[src/rtl/rtc_bus_sequencer.sv]
// rtc_bus_sequencer: round-robin sharer of the multiplexed-address RTC bus.
// Requester A (command registers) and requester B (refresh scanner) each get
// one full address-phase + data-phase transaction per grant.
// Ports:
//   clk, reset            rising-edge clock, synchronous active-low reset
//   a_* / b_*             req/wr/addr/wdata in; gnt/done 1-cycle pulses out
//   rdata                 data of the last completed read
//   AD, CS, WR, RD        RTC bus control (AD 0=address phase; strobes active low)
//   bus_out/bus_oe/bus_in split bidirectional data bus (pad lives at top level)
//   busy                  high from grant until the bus is free for arbitration
module rtc_bus_sequencer #(
  parameter int unsigned N        = 8,
  parameter int unsigned T_SETUP  = 2,
  parameter int unsigned T_STROBE = 4,
  parameter int unsigned T_HOLD   = 2,
  parameter int unsigned T_GAP    = 2
) (
  input  logic         clk,
  input  logic         reset,
  input  logic         a_req,
  input  logic         a_wr,
  input  logic [N-1:0] a_addr,
  input  logic [N-1:0] a_wdata,
  output logic         a_gnt,
  output logic         a_done,
  input  logic         b_req,
  input  logic         b_wr,
  input  logic [N-1:0] b_addr,
  input  logic [N-1:0] b_wdata,
  output logic         b_gnt,
  output logic         b_done,
  output logic [N-1:0] rdata,
  output logic         AD,
  output logic         CS,
  output logic         WR,
  output logic         RD,
  output logic [N-1:0] bus_out,
  output logic         bus_oe,
  input  logic [N-1:0] bus_in,
  output logic         busy
);

  localparam int unsigned T_MAX1   = (T_SETUP > T_STROBE) ? T_SETUP : T_STROBE;
  localparam int unsigned T_MAX2   = (T_HOLD > T_GAP) ? T_HOLD : T_GAP;
  localparam int unsigned T_MAX    = (T_MAX1 > T_MAX2) ? T_MAX1 : T_MAX2;
  localparam int unsigned CW       = $clog2(T_MAX + 1);
  // The IDLE arbitration cycle is the last gap cycle, so GAP itself lasts T_GAP-1.
  localparam int unsigned GAP_LOAD = (T_GAP > 1) ? T_GAP - 2 : 0;

  typedef enum logic [3:0] {
    S_IDLE, S_A_SETUP, S_A_STROBE, S_A_HOLD,
    S_D_SETUP, S_D_STROBE, S_D_HOLD, S_DONE, S_GAP
  } state_t;

  state_t        state_q, state_d;
  logic [CW-1:0] cnt_q, cnt_d;
  logic          prio_b_q, prio_b_d;
  logic          cmd_b_q, cmd_b_d;
  logic          cmd_wr_q, cmd_wr_d;
  logic [N-1:0]  cmd_addr_q, cmd_addr_d;
  logic [N-1:0]  cmd_wdata_q, cmd_wdata_d;
  logic          grant_a, grant_b, cnt_zero;
  logic          a_gnt_d, b_gnt_d, a_done_d, b_done_d, busy_d;
  logic          ad_d, cs_d, wr_d, rd_d, oe_d;
  logic [N-1:0]  bus_out_d, rdata_d;

  // Next state, command latch and next registered outputs
  always_comb begin
    state_d     = state_q;
    cnt_d       = cnt_q;
    prio_b_d    = prio_b_q;
    cmd_b_d     = cmd_b_q;
    cmd_wr_d    = cmd_wr_q;
    cmd_addr_d  = cmd_addr_q;
    cmd_wdata_d = cmd_wdata_q;
    grant_a     = 1'b0;
    grant_b     = 1'b0;
    rdata_d     = rdata;
    cnt_zero    = (cnt_q == '0);

    case (state_q)
      S_IDLE: begin
        if (a_req && (!b_req || !prio_b_q)) grant_a = 1'b1;
        else if (b_req)                     grant_b = 1'b1;
        if (grant_a || grant_b) begin
          state_d = S_A_SETUP;
          cnt_d   = CW'(T_SETUP - 1);
        end
      end
      S_A_SETUP: begin
        if (cnt_zero) begin state_d = S_A_STROBE; cnt_d = CW'(T_STROBE - 1); end
        else cnt_d = cnt_q - CW'(1);
      end
      S_A_STROBE: begin
        if (cnt_zero) begin state_d = S_A_HOLD; cnt_d = CW'(T_HOLD - 1); end
        else cnt_d = cnt_q - CW'(1);
      end
      S_A_HOLD: begin
        if (cnt_zero) begin state_d = S_D_SETUP; cnt_d = CW'(T_SETUP - 1); end
        else cnt_d = cnt_q - CW'(1);
      end
      S_D_SETUP: begin
        if (cnt_zero) begin state_d = S_D_STROBE; cnt_d = CW'(T_STROBE - 1); end
        else cnt_d = cnt_q - CW'(1);
      end
      S_D_STROBE: begin
        if (cnt_zero) begin
          state_d = S_D_HOLD;
          cnt_d   = CW'(T_HOLD - 1);
          if (!cmd_wr_q) rdata_d = bus_in;
        end else cnt_d = cnt_q - CW'(1);
      end
      S_D_HOLD: begin
        if (cnt_zero) state_d = S_DONE;
        else cnt_d = cnt_q - CW'(1);
      end
      S_DONE: begin
        if (T_GAP > 1) begin state_d = S_GAP; cnt_d = CW'(GAP_LOAD); end
        else state_d = S_IDLE;
      end
      S_GAP: begin
        if (cnt_zero) state_d = S_IDLE;
        else cnt_d = cnt_q - CW'(1);
      end
      default: state_d = S_IDLE;
    endcase

    // Latch the winner's command; the pointer then favours the other requester
    if (grant_a || grant_b) begin
      cmd_b_d     = grant_b;
      cmd_wr_d    = grant_b ? b_wr    : a_wr;
      cmd_addr_d  = grant_b ? b_addr  : a_addr;
      cmd_wdata_d = grant_b ? b_wdata : a_wdata;
      prio_b_d    = grant_a;
    end

    a_gnt_d   = grant_a;
    b_gnt_d   = grant_b;
    a_done_d  = (state_d == S_DONE) && (state_q != S_DONE) && !cmd_b_d;
    b_done_d  = (state_d == S_DONE) && (state_q != S_DONE) &&  cmd_b_d;
    busy_d    = (state_d != S_IDLE);
    ad_d      = 1'b1;
    cs_d      = 1'b1;
    wr_d      = 1'b1;
    rd_d      = 1'b1;
    oe_d      = 1'b0;
    bus_out_d = '0;

    // Bus pins follow the state being entered so they change on state edges
    case (state_d)
      S_A_SETUP, S_A_HOLD: begin
        ad_d = 1'b0; oe_d = 1'b1; bus_out_d = cmd_addr_d;
      end
      S_A_STROBE: begin
        ad_d = 1'b0; oe_d = 1'b1; bus_out_d = cmd_addr_d;
        cs_d = 1'b0; wr_d = 1'b0;
      end
      S_D_SETUP, S_D_HOLD: begin
        if (cmd_wr_d) begin oe_d = 1'b1; bus_out_d = cmd_wdata_d; end
      end
      S_D_STROBE: begin
        cs_d = 1'b0;
        if (cmd_wr_d) begin oe_d = 1'b1; bus_out_d = cmd_wdata_d; wr_d = 1'b0; end
        else rd_d = 1'b0;
      end
      default: ;
    endcase
  end

  // State, command and output registers
  always_ff @(posedge clk) begin
    if (!reset) begin
      state_q     <= S_IDLE;
      cnt_q       <= '0;
      prio_b_q    <= 1'b0;
      cmd_b_q     <= 1'b0;
      cmd_wr_q    <= 1'b0;
      cmd_addr_q  <= '0;
      cmd_wdata_q <= '0;
      a_gnt       <= 1'b0;
      b_gnt       <= 1'b0;
      a_done      <= 1'b0;
      b_done      <= 1'b0;
      busy        <= 1'b0;
      AD          <= 1'b1;
      CS          <= 1'b1;
      WR          <= 1'b1;
      RD          <= 1'b1;
      bus_oe      <= 1'b0;
      bus_out     <= '0;
      rdata       <= '0;
    end else begin
      state_q     <= state_d;
      cnt_q       <= cnt_d;
      prio_b_q    <= prio_b_d;
      cmd_b_q     <= cmd_b_d;
      cmd_wr_q    <= cmd_wr_d;
      cmd_addr_q  <= cmd_addr_d;
      cmd_wdata_q <= cmd_wdata_d;
      a_gnt       <= a_gnt_d;
      b_gnt       <= b_gnt_d;
      a_done      <= a_done_d;
      b_done      <= b_done_d;
      busy        <= busy_d;
      AD          <= ad_d;
      CS          <= cs_d;
      WR          <= wr_d;
      RD          <= rd_d;
      bus_oe      <= oe_d;
      bus_out     <= bus_out_d;
      rdata       <= rdata_d;
    end
  end

endmodule

[config.mk]
export PLATFORM = sky130hd
export DESIGN_NAME = rtc_bus_sequencer
export DESIGN_NICKNAME = d
export VERILOG_FILES = /design/src/rtl/rtc_bus_sequencer.sv
export SDC_FILE = /design/constraint.sdc
export NUM_CORES = 1
export LEC_CHECK = 0
export BUFFER_PORTS_ARGS = -buffer_cell sky130_fd_sc_hd__buf_2
export CAP_MARGIN = 20
export CORE_MARGIN = 4
export CORE_UTILIZATION = 33
export DETAILED_ROUTE_END_ITERATION = 10
export SKIP_LAST_GASP = 1
export SYNTH_ARGS = -nofsm -noshare
export SYNTH_HDL_FRONTEND = slang
export SYNTH_SLANG_ARGS = --single-unit
[constraint.sdc]
create_clock -name clk -period 1.9 [get_ports clk]
set_input_delay 0.57 -clock clk [delete_from_list [all_inputs] [get_ports clk]]
set_output_delay 0.57 -clock clk [all_outputs]
set_load 0.005 [all_outputs]
==> results summary <==
The number of enable-type register cells in the synthesized netlist is 0. The count of synthesis-stage warnings from yosys is 0. In this run the critical register-to-register path is captured at cnt_q[2]$_SDFFE_PN0P_.

The internal reg-to-reg setup slack is 130 ps. Sequential cells were found to cover 42.3% of the synthesized design area. met2 is the most crowded layer. The sink count of the clock tree is 52.

The static leakage power came out at 1.55 nW. The aggregate global-route resource usage came out at between 10% and 20%. The signed area change from the synthesized netlist to the final layout is 31.1%. The weighted congestion reported at the end of routability-driven placement came out at 0.798.

The initial standard-cell utilization of the core came out at 33.9%. The number of vias after detailed routing came out at 2191. The total negative slack came out at 0 ps. For the pin with the worst max-slew slack, the measured transition is 407 ps. The met1 usage came out at 18.8%. Across the whole layout, storage elements account for 1040 um2. Yosys attributes the largest share of cell area to sky130_fd_sc_hd__dfxtp_1, sky130_fd_sc_hd__mux2i_1, sky130_fd_sc_hd__o21ai_0. Synthesis produced roughly 270 cells. The number of distinct library cells after synthesis came out at 50. The tree is rooted in a sky130_fd_sc_hd__clkbuf_8. The height of the die is 94.3 um. For met3 alone, demand over resource in global routing was 2.07%. The achievable frequency came out at 0.566 GHz. sky130_fd_sc_hd__dfxtp_1 takes more of the synthesized area than any other cell. Yosys instantiated no cell more often than sky130_fd_sc_hd__dfxtp_1. The total global routing overflow came out at 0. The critical path starts at cnt_q[0]$_SDFFE_PN0P_.

The final critical path time including I/O delays and setup came out at 1770 ps. The post-route clock skew is 6.80 ps. TritonCTS built the clock tree. The mean cell area of the mapped netlist is 8.98 um2. STA puts the critical path data arrival time at between 1500 and 2000 ps. At the worst endpoint, the required time is 2110 ps.

The initial antenna violation count is 0. The number of nets in the layout is 411. The worst relative slew slack is 72.6%. The flow ran to the end, and the final reports show no timing, DRC or antenna violations. The number of inserted diodes came out at 0.

Setup repair after global routing left no endpoint under its margin. The post-route clock period utilization is 93.1%. After filler insertion, the fill cell instance count of the layout stands at 717. After detailed routing, the number of vias per cell comes to 4.73.

In the final layout, the multi-input gates occupy between 1000 and 1500 um2. In this run the power density over the cells is 1270 nW/um2. The origin of the critical flop-to-flop path is cnt_q[0]$_SDFFE_PN0P_. The first global-routing pass estimated 9.60 mm of wire. The capture point of the critical path is cnt_q[2]$_SDFFE_PN0P_. The number of cells after detailed placement came out at 454. The highest ir drop seen on vdd came out at 366 uV.

The total length of routed wires is about 5.9 mm. For this run, asynchronously set or reset flops after synthesis account for 0%. The floorplan step set the die width to ~94 um. The number of failing hold endpoints at the final stage is 0.

Once layout is complete, the cells apart from fillers number 463. The number of levels the H-tree was split into is 2. The mapped netlist covers about 2500 um2.

The register clock-pin slew on the reported worst setup and hold paths came out at approximately 100 ps. STA classifies the critical path endpoint as a flip-flop. The share of layout cells above drive strength 1 is approximately 34%.

During I/O placement, the number of pins put on the boundary was 72. Clock latency on the worst-skew pair, taken at its later pin, is 300 ps. The hold slack is 503 ps. The number of hold buffers added after cts is 0. The pin count of the biggest net entering global routing came out at 23. The number of clock buffers inserted by TritonCTS is 5. The top cell type by area accounts for between 40% and 50% of the synthesized area. The via count of the first global-routing pass came out at 2036.

The detailed-route DRC error count came out at 0. The floorplan die area is slightly below 9000 um2. The path type of the worst setup path is flip-flop to flip-flop. The remaining antenna violation count is 0. The count of maximum capacitance violations came out at 0.

STA classifies the critical path startpoint as a flip-flop. The most used flip-flop cell after synthesis is sky130_fd_sc_hd__dfxtp_1. The largest fanout on the critical path came out at 4. By count the netlist is led by sky130_fd_sc_hd__dfxtp_1, sky130_fd_sc_hd__mux2i_1, sky130_fd_sc_hd__o21ai_0. The iteration-0 DRC count of the detailed router came out at 99.

The global routing usage on met2 is approximately a fifth. The design draws 4.10 mW. The min-delay analysis places its worst path in the category flip-flop to flip-flop. The number of iterations in the first detailed-routing pass came out at 4. Buffers placed on the I/O ports in this run total 71. The wire length per cell came out at 12.8 um. The number of setup violations in the final report is 0. The clock tree buffer depth is 2.

The half-perimeter wire length of the detailed placement result came out at roughly 4.5 mm. The number of nets in the synthesized netlist is about 320. The number of cells on the worst reg-to-reg path came out at 8. The number of rows created at floorplan came out at 31. The number of register bits inferred by synthesis came out at 52. The count of pins over their slew limit came out at 0. The area of the core is 7250 um2.
## critical path: stages (launching register included)
cell,delay (ps)
sky130_fd_sc_hd__dfxtp_1,340
sky130_fd_sc_hd__inv_1,50
sky130_fd_sc_hd__ha_1,220
sky130_fd_sc_hd__nor4bb_1,150
sky130_fd_sc_hd__o21ai_0,210
sky130_fd_sc_hd__o311ai_2,140
sky130_fd_sc_hd__buf_4,170
sky130_fd_sc_hd__a22o_1,220
sky130_fd_sc_hd__o21a_1,170
## registers in the layout, indices dropped and copies added (netlist names), 3 cells and up
name         cells
rdata            8
cmd_addr_q       8
state_q          4
bus_out          8
cmd_wdata_q      8
cnt_q            3
## worst min path at each step
stage                                          from                         to  slack, ps  cells past startpoint
after CTS                 cmd_wdata_q[5]$_SDFF_PN0_  cmd_wdata_q[5]$_SDFF_PN0_        510                      2
after global placement    cmd_wdata_q[7]$_SDFF_PN0_  cmd_wdata_q[7]$_SDFF_PN0_        480                      1
after detailed placement  cmd_wdata_q[0]$_SDFF_PN0_  cmd_wdata_q[0]$_SDFF_PN0_        490                      2
after floorplan               cnt_q[0]$_SDFFE_PN0P_      cnt_q[0]$_SDFFE_PN0P_        470                      2
final                     cmd_wdata_q[5]$_SDFF_PN0_  cmd_wdata_q[5]$_SDFF_PN0_        500                      2
after global routing                      bus_in[7]      rdata[7]$_SDFFE_PN0P_        510                      3
## through the flow
stage	instance area [um2]	setup WS (ps)	util (%)
floorplan	2460	83.6	-
global placement	3080	-147	42.5
detailed placement	3080	-136	42.5
CTS	3200	49.4	44.1
global route	3230	8.07	44.5
finish	3230	132	44.5
## what timing repair did
item,4_1_cts,5_1_grt
setup endpoints to repair,16,23
gates resized for setup,2,4
pin swaps,0,1
buffers inserted,0,1
## layout by cell type, fill, tap and decap left out, types with 2 or more instances in the layout
cell type	netlist	layout
sky130_fd_sc_hd__o211a_1	3	3
sky130_fd_sc_hd__nor3_1	7	6
sky130_fd_sc_hd__mux2i_1	24	24
sky130_fd_sc_hd__nor2b_1	12	11
sky130_fd_sc_hd__inv_1	7	7
sky130_fd_sc_hd__nand2b_1	3	3
sky130_fd_sc_hd__dfxtp_1	52	51
sky130_fd_sc_hd__ha_1	2	2
sky130_fd_sc_hd__a211oi_1	7	7
sky130_fd_sc_hd__a211o_1	2	2
sky130_fd_sc_hd__buf_2	8	71
sky130_fd_sc_hd__o21ai_0	21	20
sky130_fd_sc_hd__o31ai_1	2	2
sky130_fd_sc_hd__nor2_1	18	18
sky130_fd_sc_hd__nand2_1	16	16
sky130_fd_sc_hd__buf_4	2	34
sky130_fd_sc_hd__and2_1	12	12
sky130_fd_sc_hd__a21boi_0	3	3
sky130_fd_sc_hd__a21oi_1	11	11
sky130_fd_sc_hd__xnor2_1	2	2
sky130_fd_sc_hd__a22o_1	8	8
sky130_fd_sc_hd__o21a_1	3	3
sky130_fd_sc_hd__nand3_1	10	10
sky130_fd_sc_hd__clkbuf_8	0	5
## report_power, final
| part | switching [mW] | internal [mW] | total [mW] | leakage, nW |
|---|---|---|---|---|
| Clock | 0.370 | 0.397 | 0.767 | 0.0548 |
| Sequential | 0.158 | 1.35 | 1.51 | 0.428 |
| Combinational | 0.913 | 0.912 | 1.82 | 1.07 |
| Total | 1.44 | 2.66 | 4.10 | 1.55 |
## metal layers
layer / part of all wire [%] / up-vias
met5: 0 / -
met4: 1.2 / 0
met3: 5.4 / 5
met2: 44 / 52
met1: 49 / 983
li1: - / 1151
## kinds of logic after synthesis
logic type                 after synthesis  synth area share (%)
AOI/OAI and AO/OA                       74                  20.9
xor gates and xnor gates                 2                 0.712
adders and majority gates                2                  1.02
buffers and inverters                   31                  6.36
DFF                                     52                  42.3
muxes                                   24                  9.77
and+or+nand+nor                         89                  18.9
## final cells by class
type	count	area share, %
clock buffers	5	2.13
clock inverters	3	1.44
inverters	7	0.815
multi-input cells	191	39.9
flip-flops and latches	52	32.3
well taps	99	3.84
repair buffers	106	19.6
Note: power is estimated with default switching activity, not from simulation.
